--- src/rtl/pc_next_ctrl_if.sv ---
// Bundle between the pipeline datapath and the next-PC controller.
// slave is the controller side; master is the datapath/environment side.
interface pc_next_ctrl_if;
    logic [31:0] pc;
    logic        stall;
    logic [31:0] id_pc;
    logic        id_jump;
    logic [25:0] id_jump_target;
    logic        id_jr;
    logic [31:0] id_jr_addr;
    logic        id_illop;
    logic        ex_branch_taken;
    logic [31:0] ex_branch_target;
    logic        irq;
    logic [31:0] pc_in;
    logic        pc_wr;
    logic        flush_if;
    logic        flush_id;
    logic [31:0] epc;
    logic [1:0]  exc_cause;

    modport slave (
        input  pc, stall, id_pc, id_jump, id_jump_target, id_jr, id_jr_addr,
               id_illop, ex_branch_taken, ex_branch_target, irq,
        output pc_in, pc_wr, flush_if, flush_id, epc, exc_cause
    );

    modport master (
        output pc, stall, id_pc, id_jump, id_jump_target, id_jr, id_jr_addr,
               id_illop, ex_branch_taken, ex_branch_target, irq,
        input  pc_in, pc_wr, flush_if, flush_id, epc, exc_cause
    );
endinterface

--- src/rtl/pc_next_ctrl.sv ---
// Next-PC select, stall hold, IF/ID flush and trap entry (EPC/cause) for the pipeline.
// pc_in/pc_wr/flush are same-cycle combinational; epc/exc_cause update on the trap edge.
module pc_next_ctrl #(
    parameter logic [31:0] ILLOP_ADDR = 32'h80000004,
    parameter logic [31:0] XADR_ADDR  = 32'h80000008,
    parameter int          IRQ_SYNC   = 2
) (
    input  logic           clk,
    input  logic           reset,
    pc_next_ctrl_if.slave  bus
);

    typedef enum logic {RUN, FLUSH} state_t;

    state_t                state_q, state_d;
    logic [IRQ_SYNC-1:0]   sync_q;
    logic                  irq_dly_q;
    logic                  irq_pend_q, irq_pend_d;
    logic [31:0]           epc_q, epc_d;
    logic [1:0]            cause_q, cause_d;

    logic [31:0] seq;
    logic        irq_s;
    logic        irq_edge;
    logic        in_run;
    logic        take_ill;
    logic        take_irq;
    logic        unused_bits;

    assign unused_bits = bus.ex_branch_target[31];

    // Low 31 bits wrap; the kernel bit is never touched by the increment.
    assign seq      = {bus.pc[31], bus.pc[30:0] + 31'd4};
    assign irq_s    = sync_q[IRQ_SYNC-1];
    assign irq_edge = irq_s & ~irq_dly_q;
    assign in_run   = (state_q == RUN);

    assign take_ill = reset & ~bus.ex_branch_taken & bus.id_illop & in_run;
    assign take_irq = reset & ~bus.ex_branch_taken & ~take_ill & irq_pend_q
                      & ~bus.pc[31] & in_run & ~bus.stall & ~bus.id_jump & ~bus.id_jr;

    always_comb begin
        bus.pc_in    = seq;
        bus.pc_wr    = 1'b1;
        bus.flush_if = 1'b0;
        bus.flush_id = 1'b0;
        if (!reset) begin
            bus.pc_wr    = 1'b0;
            bus.flush_if = 1'b1;
            bus.flush_id = 1'b1;
        end else if (bus.ex_branch_taken) begin
            bus.pc_in    = {bus.pc[31], bus.ex_branch_target[30:0]};
            bus.flush_if = 1'b1;
            bus.flush_id = 1'b1;
        end else if (take_ill) begin
            bus.pc_in    = ILLOP_ADDR;
            bus.flush_if = 1'b1;
            bus.flush_id = 1'b1;
        end else if (take_irq) begin
            // ID instruction is allowed to retire, so only IF is bubbled.
            bus.pc_in    = XADR_ADDR;
            bus.flush_if = 1'b1;
        end else if (bus.id_jump && !bus.stall) begin
            bus.pc_in    = {bus.id_pc[31:28], bus.id_jump_target, 2'b00};
            bus.flush_if = 1'b1;
        end else if (bus.id_jr && !bus.stall) begin
            bus.pc_in    = {bus.pc[31] & bus.id_jr_addr[31], bus.id_jr_addr[30:0]};
            bus.flush_if = 1'b1;
        end else if (bus.stall) begin
            bus.pc_wr    = 1'b0;
            bus.flush_id = 1'b1;
        end
    end

    always_comb begin
        state_d    = RUN;
        epc_d      = epc_q;
        cause_d    = cause_q;
        irq_pend_d = irq_pend_q | irq_edge;
        if (take_ill) begin
            state_d = FLUSH;
            epc_d   = bus.id_pc;
            cause_d = 2'b01;
        end else if (take_irq) begin
            state_d    = FLUSH;
            epc_d      = bus.pc;
            cause_d    = 2'b10;
            irq_pend_d = 1'b0;
        end
    end

    always_ff @(posedge clk) begin
        if (!reset) begin
            state_q    <= RUN;
            sync_q     <= '0;
            irq_dly_q  <= 1'b0;
            irq_pend_q <= 1'b0;
            epc_q      <= '0;
            cause_q    <= 2'b00;
        end else begin
            state_q    <= state_d;
            sync_q     <= {sync_q[IRQ_SYNC-2:0], bus.irq};
            irq_dly_q  <= irq_s;
            irq_pend_q <= irq_pend_d;
            epc_q      <= epc_d;
            cause_q    <= cause_d;
        end
    end

    assign bus.epc       = epc_q;
    assign bus.exc_cause = cause_q;

endmodule

--- src/flat_wrapper.sv ---
// flat-port wrapper written by rule: the top's interface ports become plain ports
module pc_next_ctrl_flat 
#(
    parameter logic [31:0] ILLOP_ADDR = 32'h80000004,
    parameter logic [31:0] XADR_ADDR  = 32'h80000008,
    parameter int          IRQ_SYNC   = 2
)
  (clk, reset, bus_pc, bus_stall, bus_id_pc, bus_id_jump, bus_id_jump_target, bus_id_jr, bus_id_jr_addr, bus_id_illop, bus_ex_branch_taken, bus_ex_branch_target, bus_irq, bus_pc_in, bus_pc_wr, bus_flush_if, bus_flush_id, bus_epc, bus_exc_cause);
  pc_next_ctrl_if bus_i ();
  input  logic clk;
  input  logic reset;
  input wire logic [$bits(bus_i.pc)-1:0] bus_pc;
  input wire logic [$bits(bus_i.stall)-1:0] bus_stall;
  input wire logic [$bits(bus_i.id_pc)-1:0] bus_id_pc;
  input wire logic [$bits(bus_i.id_jump)-1:0] bus_id_jump;
  input wire logic [$bits(bus_i.id_jump_target)-1:0] bus_id_jump_target;
  input wire logic [$bits(bus_i.id_jr)-1:0] bus_id_jr;
  input wire logic [$bits(bus_i.id_jr_addr)-1:0] bus_id_jr_addr;
  input wire logic [$bits(bus_i.id_illop)-1:0] bus_id_illop;
  input wire logic [$bits(bus_i.ex_branch_taken)-1:0] bus_ex_branch_taken;
  input wire logic [$bits(bus_i.ex_branch_target)-1:0] bus_ex_branch_target;
  input wire logic [$bits(bus_i.irq)-1:0] bus_irq;
  output wire logic [$bits(bus_i.pc_in)-1:0] bus_pc_in;
  output wire logic [$bits(bus_i.pc_wr)-1:0] bus_pc_wr;
  output wire logic [$bits(bus_i.flush_if)-1:0] bus_flush_if;
  output wire logic [$bits(bus_i.flush_id)-1:0] bus_flush_id;
  output wire logic [$bits(bus_i.epc)-1:0] bus_epc;
  output wire logic [$bits(bus_i.exc_cause)-1:0] bus_exc_cause;
  assign bus_i.pc = bus_pc;
  assign bus_i.stall = bus_stall;
  assign bus_i.id_pc = bus_id_pc;
  assign bus_i.id_jump = bus_id_jump;
  assign bus_i.id_jump_target = bus_id_jump_target;
  assign bus_i.id_jr = bus_id_jr;
  assign bus_i.id_jr_addr = bus_id_jr_addr;
  assign bus_i.id_illop = bus_id_illop;
  assign bus_i.ex_branch_taken = bus_ex_branch_taken;
  assign bus_i.ex_branch_target = bus_ex_branch_target;
  assign bus_i.irq = bus_irq;
  assign bus_pc_in = bus_i.pc_in;
  assign bus_pc_wr = bus_i.pc_wr;
  assign bus_flush_if = bus_i.flush_if;
  assign bus_flush_id = bus_i.flush_id;
  assign bus_epc = bus_i.epc;
  assign bus_exc_cause = bus_i.exc_cause;
  pc_next_ctrl #(.ILLOP_ADDR(ILLOP_ADDR), .XADR_ADDR(XADR_ADDR), .IRQ_SYNC(IRQ_SYNC)) u_core (.clk(clk), .reset(reset), .bus(bus_i));
endmodule
--- config.mk ---
export PLATFORM = sky130hd
export DESIGN_NAME = pc_next_ctrl_flat
export DESIGN_NICKNAME = d
export VERILOG_FILES = /design/src/rtl/pc_next_ctrl_if.sv /design/src/rtl/pc_next_ctrl.sv /design/src/flat_wrapper.sv
export SDC_FILE = /design/constraint.sdc
export NUM_CORES = 1
export LEC_CHECK = 0
export ABC_CLOCK_PERIOD_IN_PS = 2100
export CAP_MARGIN = 5
export CORE_ASPECT_RATIO = 0.9
export CORE_UTILIZATION = 33
export CTS_BUF_LIST = sky130_fd_sc_hd__clkbuf_16
export CTS_CLUSTER_DIAMETER = 60
export DETAILED_ROUTE_END_ITERATION = 10
export GPL_TIMING_DRIVEN = 0
export PLACE_DENSITY = 0.81
export REMOVE_ABC_BUFFERS = 1
export SLEW_MARGIN = 20
export SYNTH_ARGS = -nofsm -noshare
export SYNTH_HDL_FRONTEND = slang
export SYNTH_SLANG_ARGS = --single-unit
--- constraint.sdc ---
create_clock -name clk -period 2.1 [get_ports clk]
set_clock_uncertainty 0.15 [all_clocks]
set_input_delay 0.21 -clock clk [delete_from_list [all_inputs] [get_ports clk]]
set_output_delay 0.21 -clock clk [all_outputs]
set_load 0.03 [all_outputs]
## Word-level counts from Yosys, hierarchy flattened

Cells that the tools add are included.
Widths: inputs -> output; s select.

- Add/subtract/negate cells: 1
- Multiply operators: 0
- Divide/modulo/power cells: 0
- Order comparisons: 0
- Equal/unequal tests: 0
- Shifts and indexed selects: 0
- Mux-type cells: 34
- Bitwise gates (word level): 22
- Reduce and logical (&&, ||, !) cells: 5

Operators by type and width:

| operator | number |
|---|---|
| $mux 32 | 8 |
| $add 31x3->31 const B | 1 |
| $mux 1 | 26 |
| $and 1x1->1 | 12 |
| $not 1->1 | 9 |
| $logic_and 1x1->1 | 2 |
| $reduce_bool 2->1 | 1 |
| $reduce_or 2->1 | 1 |
| $logic_not 1->1 | 1 |
| $or 1x1->1 | 1 |

- Flip-flop bits (word level): 39
- Bits in latches: 0
- Bits in writable memories: 0
- ROM bits: 0
- Bits of input ports: 162
- Output and inout bits: 69
- Logic and storage cells: 69
- Memories: 0

## Longest topological paths before layout

- Word-level depth: 16
- Gate-level depth with buffers: 8
- Gate-level depth less buffers: 6

## Least setup slack after synthesis

OpenSTA, ideal clock, no wires.

- Path kind: register to output
- From: reg u_core.state_q
- To: out bus_pc_in[24]
- Arrival: 2.124 ns
- Required time: 1.740 ns
- Setup slack: -0.384 ns
- Cell stages (with the launch flop): 7
- Path buffers: 0
- Path through: dfxtp_1 nor2b_1 nor3_4 inv_1 o2111ai_2 o21a_1 o21ai_0

- Cells in the longest elaborated chain, start to end: 14

Ends and longest elaborated chain:

| item | RTL line | source |
|---|---|---|
| from (decl) | pc_next_ctrl.sv:15 | `state_t state_q, state_d;` |
| from (signal assigned) | pc_next_ctrl.sv:101 | `state_q <= state_d;` |
| $not 1->1 * | pc_next_ctrl.sv:36 | `assign in_run = (state_q == RUN);` |
| $and 1x1->1 | pc_next_ctrl.sv:38 | `assign take_ill = reset & ~bus.ex_branch_taken & bus.id_illop & in_run;` |
| $not 1->1 | pc_next_ctrl.sv:39 | `assign take_irq = reset & ~bus.ex_branch_taken & ~take_ill & irq_pend_q` |
| $and 1x1->1 (2 in series) | pc_next_ctrl.sv:39 |  |
| $and 1x1->1 (5 in series) | pc_next_ctrl.sv:40 | `& ~bus.pc[31] & in_run & ~bus.stall & ~bus.id_jump & ~bus.id_jr;` |
| $mux 32 | pc_next_ctrl.sv:59 | `end else if (take_irq) begin` |
| $mux 32 * | pc_next_ctrl.sv:55 | `end else if (take_ill) begin` |
| $mux 32 * | pc_next_ctrl.sv:51 | `end else if (bus.ex_branch_taken) begin` |
| $mux 32 * | pc_next_ctrl.sv:47 | `if (!reset) begin` |
| to (decl) | flat_wrapper.sv:23 | `output wire logic [$bits(bus_i.pc_in)-1:0] bus_pc_in;` |

Every way passes the cells marked *; elsewhere a longest branch is shown, timed or not.

## Final worst setup path

- From: reg u_core.state_q
- To: out bus_pc_in[28]

The elaborated chain is that of the path after synthesis.

==> run_results.csv <==
group,metric,value,unit
run_status,status,"complete, but fails checks",
run_status,violations_in_the_final_reports,"negative setup slack",
drt,dr_iter_0_viols,351,
flow_run,drv.max_cap_violation_count,0,
synthesis,synth_edf_count,0,
synthesis,syn-instance-count,516,
final_layout,area.growth.synth_to_final,97.4,%
sta,setup_viol_count_final,30,
critical_path,timing_worst_setup_path_type,"flip-flop to output port",
synthesis,synthAdderAreaFrac,0.357,%
sta,achievable-frequency,439,MHz
critical_path,worst_r2r_startpoint,"u_core.state_q",
synthesis,ys_seq_area_share,22.3,%
clock_tree,tritoncts_num_sinks,39,
drt,postRouteAntennaNets,0,
critical_path,setup.worst_path.start_class,"flip-flop",
power_and_ir_drop,p_leak,2.67,nW
sta,finalHoldViolCount,0,
synthesis,synth_xor_xnor_area_share,6.00,%
synthesis,area_share_of_and_or_nand_nor_cells_after_synthesis,31.1,%
clock_tree,cts_htree_levels,2,
placement,placement.setup.worst_slack,-1940,ps
synthesis,synth.ff_latch_count,39,
hold_path,min-delay-start,"bus_pc[2]",
placement,hpwlAfterDp,12600,microns
clock_tree,clockRootBuffer,"clkbuf_16",
sta,slew_headroom,57.9,%
synthesis,synth_top_family_by_area,"compound AO/OA/AOI/OAI gates",
clock_tree,num_cts_buffers,5,
floorplanning,area_of_the_core_region,0.0103,sq mm
critical_path,crit_path_end_kind,"output port",
critical_path,arrival,1920,ps
synthesis,synth.yosys.warnings,0,
drt,vias_per_cell,5.88,
clock_tree,post_cts_hold_buffer_count,0,
drt,pre_antenna_drt_iters,5,
global_routing,grt_first_pass_wirelength,28400,microns
global_routing,grt_antenna_before_repair,0,
critical_path,critical_path_required,1740,ps
global_routing,grt.total_usage,32.2,%
sta,finalWorstSetupSlack,-176,ps
critical_path,worst-path-max-fanout,5,
synthesis,synth.top_cells.by_count,"nand2_1, nor2_1, dfxtp_1",
floorplanning,dieHeight,99.7,microns
synthesis,synth.cell_area,0.00350,sq mm
drt,dr_total_vias,5266,
floorplanning,floorplan.rows,35,
synthesis,asyncSetResetFlopFracSynth,0,%
clock_tree,clkSlewWorstSetupHoldPaths,60,ps
sta,fin_crit_sh,108,%
critical_path,timing.critical_path.slowest_stage_cell,"dfxtp_2",
synthesis,synthDistinctLibCells,56,
placement,globalplace.congestion,0.860,
floorplanning,die-area,0.0110,sq mm
synthesis,post_synth.cell_area_avg,6.79,sq um
synthesis,synth_top_area_cell,"dfxtp_1",
drt,number_of_remaining_drc_errors,0,
critical_path,crit_chain,"nor2b_4, buf_4, buf_12, and2_4, a21oi_4, a22oi_1, a32oi_2, buf_6",
sta,period_minus_slack,2280,ps
global_routing,globalRoute.totalOverflow,0,
power_and_ir_drop,power-per-cell-area,424,mW/mm^2
power_and_ir_drop,vdd_drop_max,0.341,mV
sta,timing_max_transition_violations_final,0,
global_routing,first_global_vias,5363,
drt,route.final.wire_length,18600,microns
final_layout,final_nets,929,
synthesis,post_synth_top_area_share,22.3,%
clock_tree,worst_skew_pair.late_latency,280,ps
final_layout,final_layout_size_suffix_gt1_share,25.0,%
synthesis,ys.flop_type,"dfxtp_1",
clock_tree,cts.path.max_buffers,2,
clock_tree,tritoncts_clock_tree,"built",
critical_path,crit_start,"u_core.state_q",
synthesis,synthMuxAreaShare,0.286,%
sta,tightest_slew,631,ps
drt,routed_wire_length_per_instance,20.8,microns
floorplanning,ioPinCount,231,
sta,unrepaired_setup_endpoints_after_global_routing,"true",
final_layout,utilization,67.2,%
critical_path,timing.critical_path.slowest_cell_delay,360,ps
synthesis,netlist_top_cells_area,"dfxtp_1, nand2_1, a311oi_1, nor2_1, clkbuf_1",
synthesis,post-synth-top-count-cell,"nand2_1",
final_layout,antennaDiodeCount,0,
hold_path,worst_hold_path_type,"primary input to flip-flop",
placement,port_buffers,229,
floorplanning,floorplan.initialDensity,34.0,%
synthesis,synth_compound_gate_area_share,33.9,%
global_routing,grt_max_degree,32,
floorplanning,die_w,111,microns
[layout by cell type, fill, tap and decap left out, drive strengths merged, types with 3 or more instances in the layout]
cell / n
o22ai: 9
clkdlybuf4s50: 161
and2: 6
inv: 11
o22a: 13
nor2: 48
nand2b: 6
clkbuf: 6
a22o: 5
a31o: 4
o21ai: 25
dfxtp: 39
dlygate4sd2: 12
nor3: 7
a21oi: 23
xnor2: 12
nand3: 21
nor4: 3
buf: 99
xor2: 12
dlymetal6s2s: 3
clkdlybuf4s15: 6
a22oi: 11
a32oi: 13
nor2b: 5
a31oi: 9
and3: 3
nand2: 120
nand4: 12
a311oi: 30
[area by class of cell]
type,count,area (sq um)
inverter,11,45.0
multi-input combinational,425,2930
fill,869,3370
clock buffer,5,125
sequential,39,782
clock inverter,3,16.3
tap,129,161
timing repair buffer,284,2860
[through the flow]
stage	TNS (ps)	hold WS [ps]	power, mW	cells	instance area [sq um]
3_5_place_dp	-97640	274	2.01	836	5910
5_1_grt	-5390	108	3.03	896	6920
6_report	-3130	84.1	2.93	896	6920
4_1_cts	-3330	96.6	2.86	877	6640
2_1_floorplan	-13350	169	1.31	473	3330
3_3_place_gp	-189390	273	1.97	831	5790
[cells by family after synthesis]
logic type	Yosys count
compound gates	162
xor+xnor	24
fa+ha+maj	1
buf+inv	54
flops	39
mux	1
simple gates	235
[worst paths after layout]
path | depth (start not counted) | end | slack (ps)
max | 8 | bus_pc_in[28] | -180
max reg2reg | 9 | u_core.bus.epc[26] | 240
min reg2reg | 1 | u_core.sync_q[1] | 280
min | 3 | u_core.bus.epc[2] | 80
[critical path, delay by kind of cell, from the launching register on]
kind	cells	cell delay [ps]
compound gates	3	610
buf+inv	3	440
flops	1	360
simple gates	2	230
[flip-flops by register name, indices dropped and copies added (netlist names)]
register,cells
u_core.state_q,1
u_core.bus.epc,32
u_core.irq_dly_q,1
u_core.sync_q,2
u_core.irq_pend_q,1
u_core.bus.exc_cause,2
[metal layers]
| layer | GRT usage, % | part of all wire (%) | up-vias | routed length [microns] |
|---|---|---|---|---|
| met5 | 0 | 0 | - | 0 |
| met3 | 7.50 | 8.5 | 41 | 1580 |
| li1 | - | - | 2407 | - |
| met1 | 38.3 | 40 | 2502 | 7520 |
| met4 | 11.7 | 2.4 | 0 | 453 |
| met2 | 56.6 | 49 | 316 | 9070 |
[timing repair]
action / CTS / global route
endpoints found under the setup margin: 71 / 34
cloned: 3 / 0
pin swaps: 35 / 28
buffers inserted: 30 / 19
gates resized for setup: 383 / 60
[where the power goes]
| part | internal (mW) | switching, mW | leakage (nW) |
|---|---|---|---|
| clock network | 0.435 | 0.331 | 0.0710 |
| logic | 0.664 | 0.703 | 2.28 |
| registers | 0.777 | 0.0208 | 0.319 |
| total | 1.88 | 1.05 | 2.67 |
No activity file was read; power rests on OpenSTA's default activity.
